## config.mk

```make
export PLATFORM = sky130hd
export DESIGN_NAME = frodo_gen_a_aes
export DESIGN_NICKNAME = d
export VERILOG_FILES = /design/src/rtl/frodo_pkg.sv /design/src/rtl/frodo_sync_fifo.sv /design/src/rtl/frodo_gen_a_aes.sv
export SDC_FILE = /design/constraint.sdc
export NUM_CORES = 2
export LEC_CHECK = 0
export BUFFER_PORTS_ARGS = -buffer_cell sky130_fd_sc_hd__buf_2
export CORE_UTILIZATION = 40
export CTS_BUF_LIST = sky130_fd_sc_hd__clkbuf_8
export CTS_CLUSTER_SIZE = 8
export DETAILED_ROUTE_END_ITERATION = 10
export PLACE_DENSITY_LB_ADDON = 0.12
export SYNTH_ARGS = -nofsm -noshare
export SYNTH_HDL_FRONTEND = slang
export SYNTH_SLANG_ARGS = --single-unit
```

## constraint.sdc

```tcl
create_clock -name i_clk -period 12.9 [get_ports i_clk]
set_clock_uncertainty 0.1 [all_clocks]
set_input_delay 2.58 -clock i_clk [delete_from_list [all_inputs] [get_ports i_clk]]
set_output_delay 2.58 -clock i_clk [all_outputs]
set_load 0.05 [all_outputs]
```

## src/rtl/frodo_pkg.sv

```systemverilog
// Shared constants and types for FrodoKEM matrix-A generation (AES variant).
// Holds the default dimensions, the AES block size and the controller state encoding.
package frodo_pkg;

    localparam int FRODO_N   = 640;
    localparam int FRODO_D   = 15;
    localparam int BLK_BYTES = 16;

    typedef enum logic [2:0] {
        S_IDLE,
        S_KS,
        S_KS_WAIT,
        S_STREAM,
        S_DRAIN,
        S_DONE
    } gen_state_t;

    // Width of a counter that must hold every block index plus the total itself.
    function automatic int blk_idx_w(input int n);
        return $clog2(n * n / 8 + 1);
    endfunction

endpackage

```

## src/rtl/frodo_sync_fifo.sv

```systemverilog
// Synchronous FIFO with show-ahead read data and an empty-bypass path.
// Latency: 0 cycles (push on empty is readable the same cycle); backpressure: caller gates push via count/full.
module frodo_sync_fifo #(
    parameter int WIDTH = 128,
    parameter int DEPTH = 16
) (
    input  logic                     i_clk,
    input  logic                     i_rst_n,
    input  logic                     i_wr_vld,
    input  logic [WIDTH-1:0]         i_wr_dat,
    input  logic                     i_rd_rdy,
    output logic [WIDTH-1:0]         o_rd_dat,
    output logic [$clog2(DEPTH):0]   o_count,
    output logic                     o_full,
    output logic                     o_empty
);

    localparam int AW = $clog2(DEPTH);

    logic [WIDTH-1:0] r_mem [DEPTH];
    logic [AW-1:0]    r_wptr;
    logic [AW-1:0]    r_rptr;
    logic [AW:0]      r_count;
    logic             w_bypass;
    logic             w_wr;
    logic             w_rd;

    assign o_count  = r_count;
    assign o_full   = (r_count == (AW+1)'(DEPTH));
    assign o_empty  = (r_count == '0);
    // A push into an empty FIFO that is popped in the same cycle never touches the memory.
    assign w_bypass = o_empty && i_wr_vld && i_rd_rdy;
    assign w_wr     = i_wr_vld && !w_bypass && (!o_full || i_rd_rdy);
    assign w_rd     = i_rd_rdy && !o_empty;
    assign o_rd_dat = o_empty ? i_wr_dat : r_mem[r_rptr];

    always_ff @(posedge i_clk) begin
        if (w_wr) begin
            r_mem[r_wptr] <= i_wr_dat;
        end
    end

    always_ff @(posedge i_clk or negedge i_rst_n) begin
        if (!i_rst_n) begin
            r_wptr  <= '0;
            r_rptr  <= '0;
            r_count <= '0;
        end else begin
            if (w_wr) begin
                r_wptr <= r_wptr + 1'b1;
            end
            if (w_rd) begin
                r_rptr <= r_rptr + 1'b1;
            end
            case ({w_wr, w_rd})
                2'b10:   r_count <= r_count + 1'b1;
                2'b01:   r_count <= r_count - 1'b1;
                default: r_count <= r_count;
            endcase
        end
    end

endmodule

```

## src/rtl/frodo_gen_a_aes.sv

```systemverilog
// Drives the aes128 core for FrodoKEM matrix-A generation and unpacks ciphertexts into D-bit elements.
// Latency: AES latency + 1 cycle to first element; backpressure: i_elem_ready stalls output, credits stop issue.
module frodo_gen_a_aes
    import frodo_pkg::*;
#(
    parameter int N          = FRODO_N,
    parameter int D          = FRODO_D,
    parameter int FIFO_DEPTH = 16
) (
    input  logic         i_clk,
    input  logic         i_rst_n,
    input  logic         i_start,
    input  logic [127:0] i_seed_a,
    output logic         o_busy,
    output logic         o_done,
    output logic         o_err,
    output logic [127:0] o_aes_key,
    output logic         o_aes_start_key_schedule,
    input  logic         i_aes_done_key_schedule,
    output logic [127:0] o_aes_data,
    output logic         o_aes_start,
    input  logic         i_aes_done,
    input  logic [127:0] i_aes_data,
    output logic [15:0]  o_elem,
    output logic         o_elem_valid,
    input  logic         i_elem_ready,
    output logic         o_elem_last
);

    localparam int          CW        = $clog2(FIFO_DEPTH) + 1;
    localparam int          BCW       = blk_idx_w(N);
    localparam int          TOTAL     = N * N / 8;
    localparam int          EPB       = BLK_BYTES / 2;
    localparam int          KW        = $clog2(EPB);
    localparam logic [15:0] ELEM_MASK = 16'((32'd1 << D) - 32'd1);

    gen_state_t     r_state;
    gen_state_t     w_state_nxt;
    logic [127:0]   r_key;
    logic           r_aes_start;
    logic [127:0]   r_aes_data;
    logic [15:0]    r_row;
    logic [15:0]    r_col;
    logic [CW-1:0]  r_inflight;
    logic           r_err;
    logic           r_ser_vld;
    logic [127:0]   r_ser_dat;
    logic [KW-1:0]  r_k;
    logic [BCW-1:0] r_out_blk;

    logic [127:0]   w_fifo_rd_dat;
    logic [CW-1:0]  w_fifo_count;
    logic           w_fifo_full;
    logic           w_fifo_empty;
    logic           w_accept;
    logic           w_push;
    logic           w_pop;
    logic           w_issue;
    logic           w_last_blk;
    logic           w_hs;
    logic           w_blk_end;
    logic           w_drain_done;
    logic [127:0]   w_shifted;

    assign w_accept     = (r_state == S_IDLE) && i_start;
    assign w_push       = i_aes_done && (r_inflight != '0);
    // Credits cover both in-flight blocks and FIFO occupancy, so a push can never find the FIFO full.
    assign w_issue      = (r_state == S_STREAM) && !w_fifo_full &&
                          (({1'b0, r_inflight} + {1'b0, w_fifo_count}) < (CW+1)'(FIFO_DEPTH));
    assign w_last_blk   = (r_row == 16'(N - 1)) && (r_col == 16'(N - 8));
    assign w_hs         = r_ser_vld && i_elem_ready;
    assign w_blk_end    = w_hs && (r_k == KW'(EPB - 1));
    assign w_pop        = (!w_fifo_empty || w_push) && (!r_ser_vld || w_blk_end);
    assign w_drain_done = (r_inflight == '0) && w_fifo_empty && !r_ser_vld;

    frodo_sync_fifo #(
        .WIDTH (128),
        .DEPTH (FIFO_DEPTH)
    ) u_ct_fifo (
        .i_clk    (i_clk),
        .i_rst_n  (i_rst_n),
        .i_wr_vld (w_push),
        .i_wr_dat (i_aes_data),
        .i_rd_rdy (w_pop),
        .o_rd_dat (w_fifo_rd_dat),
        .o_count  (w_fifo_count),
        .o_full   (w_fifo_full),
        .o_empty  (w_fifo_empty)
    );

    always_comb begin
        w_state_nxt = r_state;
        case (r_state)
            S_IDLE:    if (i_start) w_state_nxt = S_KS;
            S_KS:      w_state_nxt = S_KS_WAIT;
            S_KS_WAIT: if (i_aes_done_key_schedule) w_state_nxt = S_STREAM;
            S_STREAM:  if (w_issue && w_last_blk) w_state_nxt = S_DRAIN;
            S_DRAIN:   if (w_drain_done) w_state_nxt = S_DONE;
            S_DONE:    w_state_nxt = S_IDLE;
            default:   w_state_nxt = S_IDLE;
        endcase
    end

    always_ff @(posedge i_clk or negedge i_rst_n) begin
        if (!i_rst_n) begin
            r_state <= S_IDLE;
        end else begin
            r_state <= w_state_nxt;
        end
    end

    always_ff @(posedge i_clk or negedge i_rst_n) begin
        if (!i_rst_n) begin
            r_key       <= '0;
            r_aes_start <= 1'b0;
            r_aes_data  <= '0;
            r_row       <= '0;
            r_col       <= '0;
            r_inflight  <= '0;
            r_err       <= 1'b0;
        end else begin
            r_aes_start <= w_issue;
            if (w_accept) begin
                r_key <= i_seed_a;
                r_row <= '0;
                r_col <= '0;
            end
            if (w_issue) begin
                r_aes_data <= {r_row[7:0], r_row[15:8], r_col[7:0], r_col[15:8], 96'h0};
                if (r_col == 16'(N - 8)) begin
                    r_col <= '0;
                    r_row <= r_row + 16'd1;
                end else begin
                    r_col <= r_col + 16'd8;
                end
            end
            case ({w_issue, w_push})
                2'b10:   r_inflight <= r_inflight + 1'b1;
                2'b01:   r_inflight <= r_inflight - 1'b1;
                default: r_inflight <= r_inflight;
            endcase
            if (i_aes_done && (r_inflight == '0)) begin
                r_err <= 1'b1;
            end
        end
    end

    // Serializer: reloads on the final element's handshake so consecutive blocks stream without a gap.
    always_ff @(posedge i_clk or negedge i_rst_n) begin
        if (!i_rst_n) begin
            r_ser_vld <= 1'b0;
            r_ser_dat <= '0;
            r_k       <= '0;
            r_out_blk <= '0;
        end else begin
            if (w_accept) begin
                r_out_blk <= '0;
            end
            if (w_pop) begin
                r_ser_vld <= 1'b1;
                r_ser_dat <= w_fifo_rd_dat;
                r_k       <= '0;
                r_out_blk <= r_out_blk + 1'b1;
            end else if (w_blk_end) begin
                r_ser_vld <= 1'b0;
            end else if (w_hs) begin
                r_k <= r_k + 1'b1;
            end
        end
    end

    assign w_shifted    = r_ser_dat << {r_k, 4'b0000};
    assign o_elem       = {w_shifted[119:112], w_shifted[127:120]} & ELEM_MASK;
    assign o_elem_valid = r_ser_vld;
    assign o_elem_last  = r_ser_vld && (r_k == KW'(EPB - 1)) && (r_out_blk == BCW'(TOTAL));

    assign o_busy                   = (r_state == S_KS) || (r_state == S_KS_WAIT) ||
                                      (r_state == S_STREAM) || (r_state == S_DRAIN);
    assign o_done                   = (r_state == S_DONE);
    assign o_err                    = r_err;
    assign o_aes_key                = r_key;
    assign o_aes_start_key_schedule = (r_state == S_KS);
    assign o_aes_data               = r_aes_data;
    assign o_aes_start              = r_aes_start;

endmodule

```

==> metrics.md <==
| Metric | Value |
|---|---|
| Status | completed |
| Routability cong. | 0.861 |
| Most instantiated library cell after synthesis | edfxtp_1 |
| Grt peak-use layer | met2 |
| Grt ovf | 0 |
| Synthesis-to-finish area growth | 14.2% |
| R2r endpoint | u_ct_fifo.r_mem[7][82] |
| Vias in the first global route | 47,900 |
| CP Class | reg2out |
| Synth Cell Area | 87,800 sq um |
| Cell Pwr Density | 222 nW/um^2 |
| Met3 Resource Use GR | 4.91% |
| Worst-Skew Late Latency | 1.06 ns |
| Worst-path clk slew | 0.06 ns |
| Synth Area in Adders | 0.336% |
| Design area | 100,000 sq um |
| Largest net degree at the start of global routing | 125 |
| Minimum clock period | 6.02 ns |
| Critical Path Start | r_k[0] |
| DR WL/cell | 28.1 um |
| CTS tree | yes |
| Portion of netlist area occupied by mux cells | 13.4% |
| Layout Cells excl Fill | 8,539 |
| Reg2reg setup slack | 7.76 ns |
| Slew headroom | 26.2% |
| Final Routed Wirelength | 240,000 um |
| Worst min-delay path class | reg2reg |
| Reg area | 66,400 sq um |
| Reg2reg path depth | 9 |
| Postcts setup bufs | 0 |
| Layout cells sized above 1 | 27.4% |
| Hold Path Sink | o_aes_key[104] |
| RSZ-0062 raised after global routing | false |
| CP required | 10.22 ns |
| Via count | 46,800 |
| Share of the synthesized area in the top cell type | 65.6% |
| Iteration-0 DRC count of the detailed router | 3,503 |
| Largest family of logic cells by synthesized area | multiplexers |
| Port bufs | 432 |
| Layout Nets | 5,653 |
| Final setup violation count | 0 |
| Finished Core Util | 46.1% |
| CP Launch Type | flip-flop |
| Final HPWL DP | 131,000 um |
| Placed cell area | 93,000 sq um |
| Die height | 471 um |
| Die area | 221,000 sq um |
| Hold Path Cell Cnt | 2 |
| Total GRT Usage | 21.5% |
| FFs w/ async S/R, synth | 15.4% |
| Synth top area cells | edfxtp_1, mux4_2, dfrtp_1, nand2_1, o22ai_1 |
| Detail Route Antenna Nets | 0 |
| # clock sinks | 2,269 |
| Static Leakage | 35.2 nW |
| Fmax | 0.166 GHz |
| H-tree lvl count | 5 |
| Slew Limit Fails | 0 |
| DRC viols | 0 |
| TritonRoute pass-1 iters | 5 |
| Syn Inst Count | 4,730 |
| Placed Cells | 7,823 |
| Hold-fix buffers at CTS | 0 |
| TNS Setup | 0 ns |
| Die span in x | 471 um |
| Yosys top cell by area | edfxtp_1 |
| Root Driver | clkbuf_8 |
| Initial antenna violation count | 56 |
| Max Buffers Root-to-Sink | 4 |
| Reg-to-reg startpoint | r_k[2] |
| Total CTS buffers | 397 |
| Core region area | 218,000 sq um |
| Final Hold Fails | 0 |
| Syn. warnings | 0 |
| Setup crit end kind | output port |
| Flops & latches, synth | 2,269 |
| WP data arrival | 3.34 ns |
| Drt via density | 5.48 |
| Most used DFF post-synth | edfxtp_1 |
| Yosys cell types | 60 |
| Worst Hold Launch | o_aes_key[104] |
| Commonest cells in the netlist | edfxtp_1, nand2_1, mux4_2 |
| Met2 GRT Util | 34.4% |
| Initial Util | 40.4% |
| Xor and xnor area share after synthesis | 0.269% |
| Slew @ Worst Pin | 1.11 ns |
| Fill cells | 18,700 |
| EDFF count, synth | 1,920 |
| Compound-Gate Fraction of Synth Area | 3.68% |
| CP max FO | 31 |
| Top Ports | 541 |
| Fraction of the cycle the final worst path needs | 46.6% |
| Post-Synth Simple-Gate Area | 4.51% |
| Mapped Avg Cell Area | 18.6 sq um |
| Post-cts resize count | 0 |
| VDD IR-drop max | 0.198 mV |
| Max Cap Violations | 0 |
| Sequential share of the synthesized area | 75.6% |
| Area of the multi-input gates | 20,000 sq um |
| Num rows | 171 |
| First-pass GRT wire length | 345,000 um |
| Routing usage on met1 | 29.0% |
## worst max-delay path: stages, from the launching register on
cell     delay (ns)
dfrtp_2        0.36
buf_4          0.57
mux4_2         0.74
mux2_2         0.36
buf_2          0.23
## cells in the final DEF (no fill, tap or decap), drive strengths merged, types with 15 or more instances in the layout
| cell | count |
|---|---|
| mux2 | 17 |
| ha | 22 |
| edfxtp | 1920 |
| o21ai | 27 |
| nand3 | 40 |
| conb | 100 |
| dfrtp | 349 |
| inv | 161 |
| clkinv | 111 |
| buf | 515 |
| nor3 | 141 |
| a21oi | 255 |
| diode | 15 |
| nand2 | 512 |
| mux4 | 510 |
| clkbuf | 438 |
| nor2 | 149 |
| o22ai | 241 |
## sequential cells by signal (all words and copies together), names as in the netlist, 5 cells and up
name / count
u_ct_fifo.r_mem: 1920
o_aes_key: 128
r_ser_dat: 120
o_aes_data: 29
r_out_blk: 16
r_row: 16
r_col: 13
r_inflight: 5
u_ct_fifo.o_count: 5
## worst max path at each step
| stage | endpoint | cells after the start | slack [ns] |
|---|---|---|---|
| after global routing | o_elem[14] | 4 | 6.72 |
| after CTS | o_elem[12] | 4 | 6.69 |
| after detailed placement | u_ct_fifo.r_mem[7][22] | 9 | 6.54 |
| final | o_elem[14] | 4 | 6.88 |
| after global placement | u_ct_fifo.r_mem[7][22] | 9 | 6.58 |
| after floorplan | u_ct_fifo.r_mem[3][0] | 5 | 0.34 |
## power by group
part	switching, W	internal (W)	leakage (nW)	total [W]
sequential	0.000449	0.00891	21.6	0.00936
combinational	0.00429	0.00254	9.37	0.00683
clock	0.00284	0.00319	4.21	0.00603
## per-layer routing
metal | wire length [um] | vias up
li1 | - | 20000
met1 | 102000 | 24900
met2 | 115000 | 1430
met3 | 15100 | 400
met4 | 7360 | 42
met5 | 256 | -
## kinds of logic after synthesis
group | count (synthesis)
AOI/OAI and AO/OA | 560
adders and majority gates | 23
DFF | 2269
muxes | 537
other | 1
xor gates and xnor gates | 27
and+or+nand+nor | 919
buffers and inverters | 394
## through the flow
step | power (W) | worst slack [ns] | hold slack, ns
after floorplan | 0.0141 | 0.336 | 0.364
after global placement | 0.0164 | 6.58 | 0.355
after detailed placement | 0.0165 | 6.54 | 0.357
after CTS | 0.0226 | 6.69 | 0.371
after global routing | 0.0233 | 6.72 | 0.390
final | 0.0222 | 6.88 | 0.366
## area by class of cell
type / count / share of cell area, %
inverter: 19 / 0.0711
sequential: 2269 / 66.2
timing repair buffer: 515 / 2.96
tap: 2854 / 3.56
antenna: 15 / 0.0374
clock buffer: 438 / 6.01
multi-input combinational: 2166 / 20.0
clock inverter: 263 / 1.18
Power figures use the tool's default switching activity.
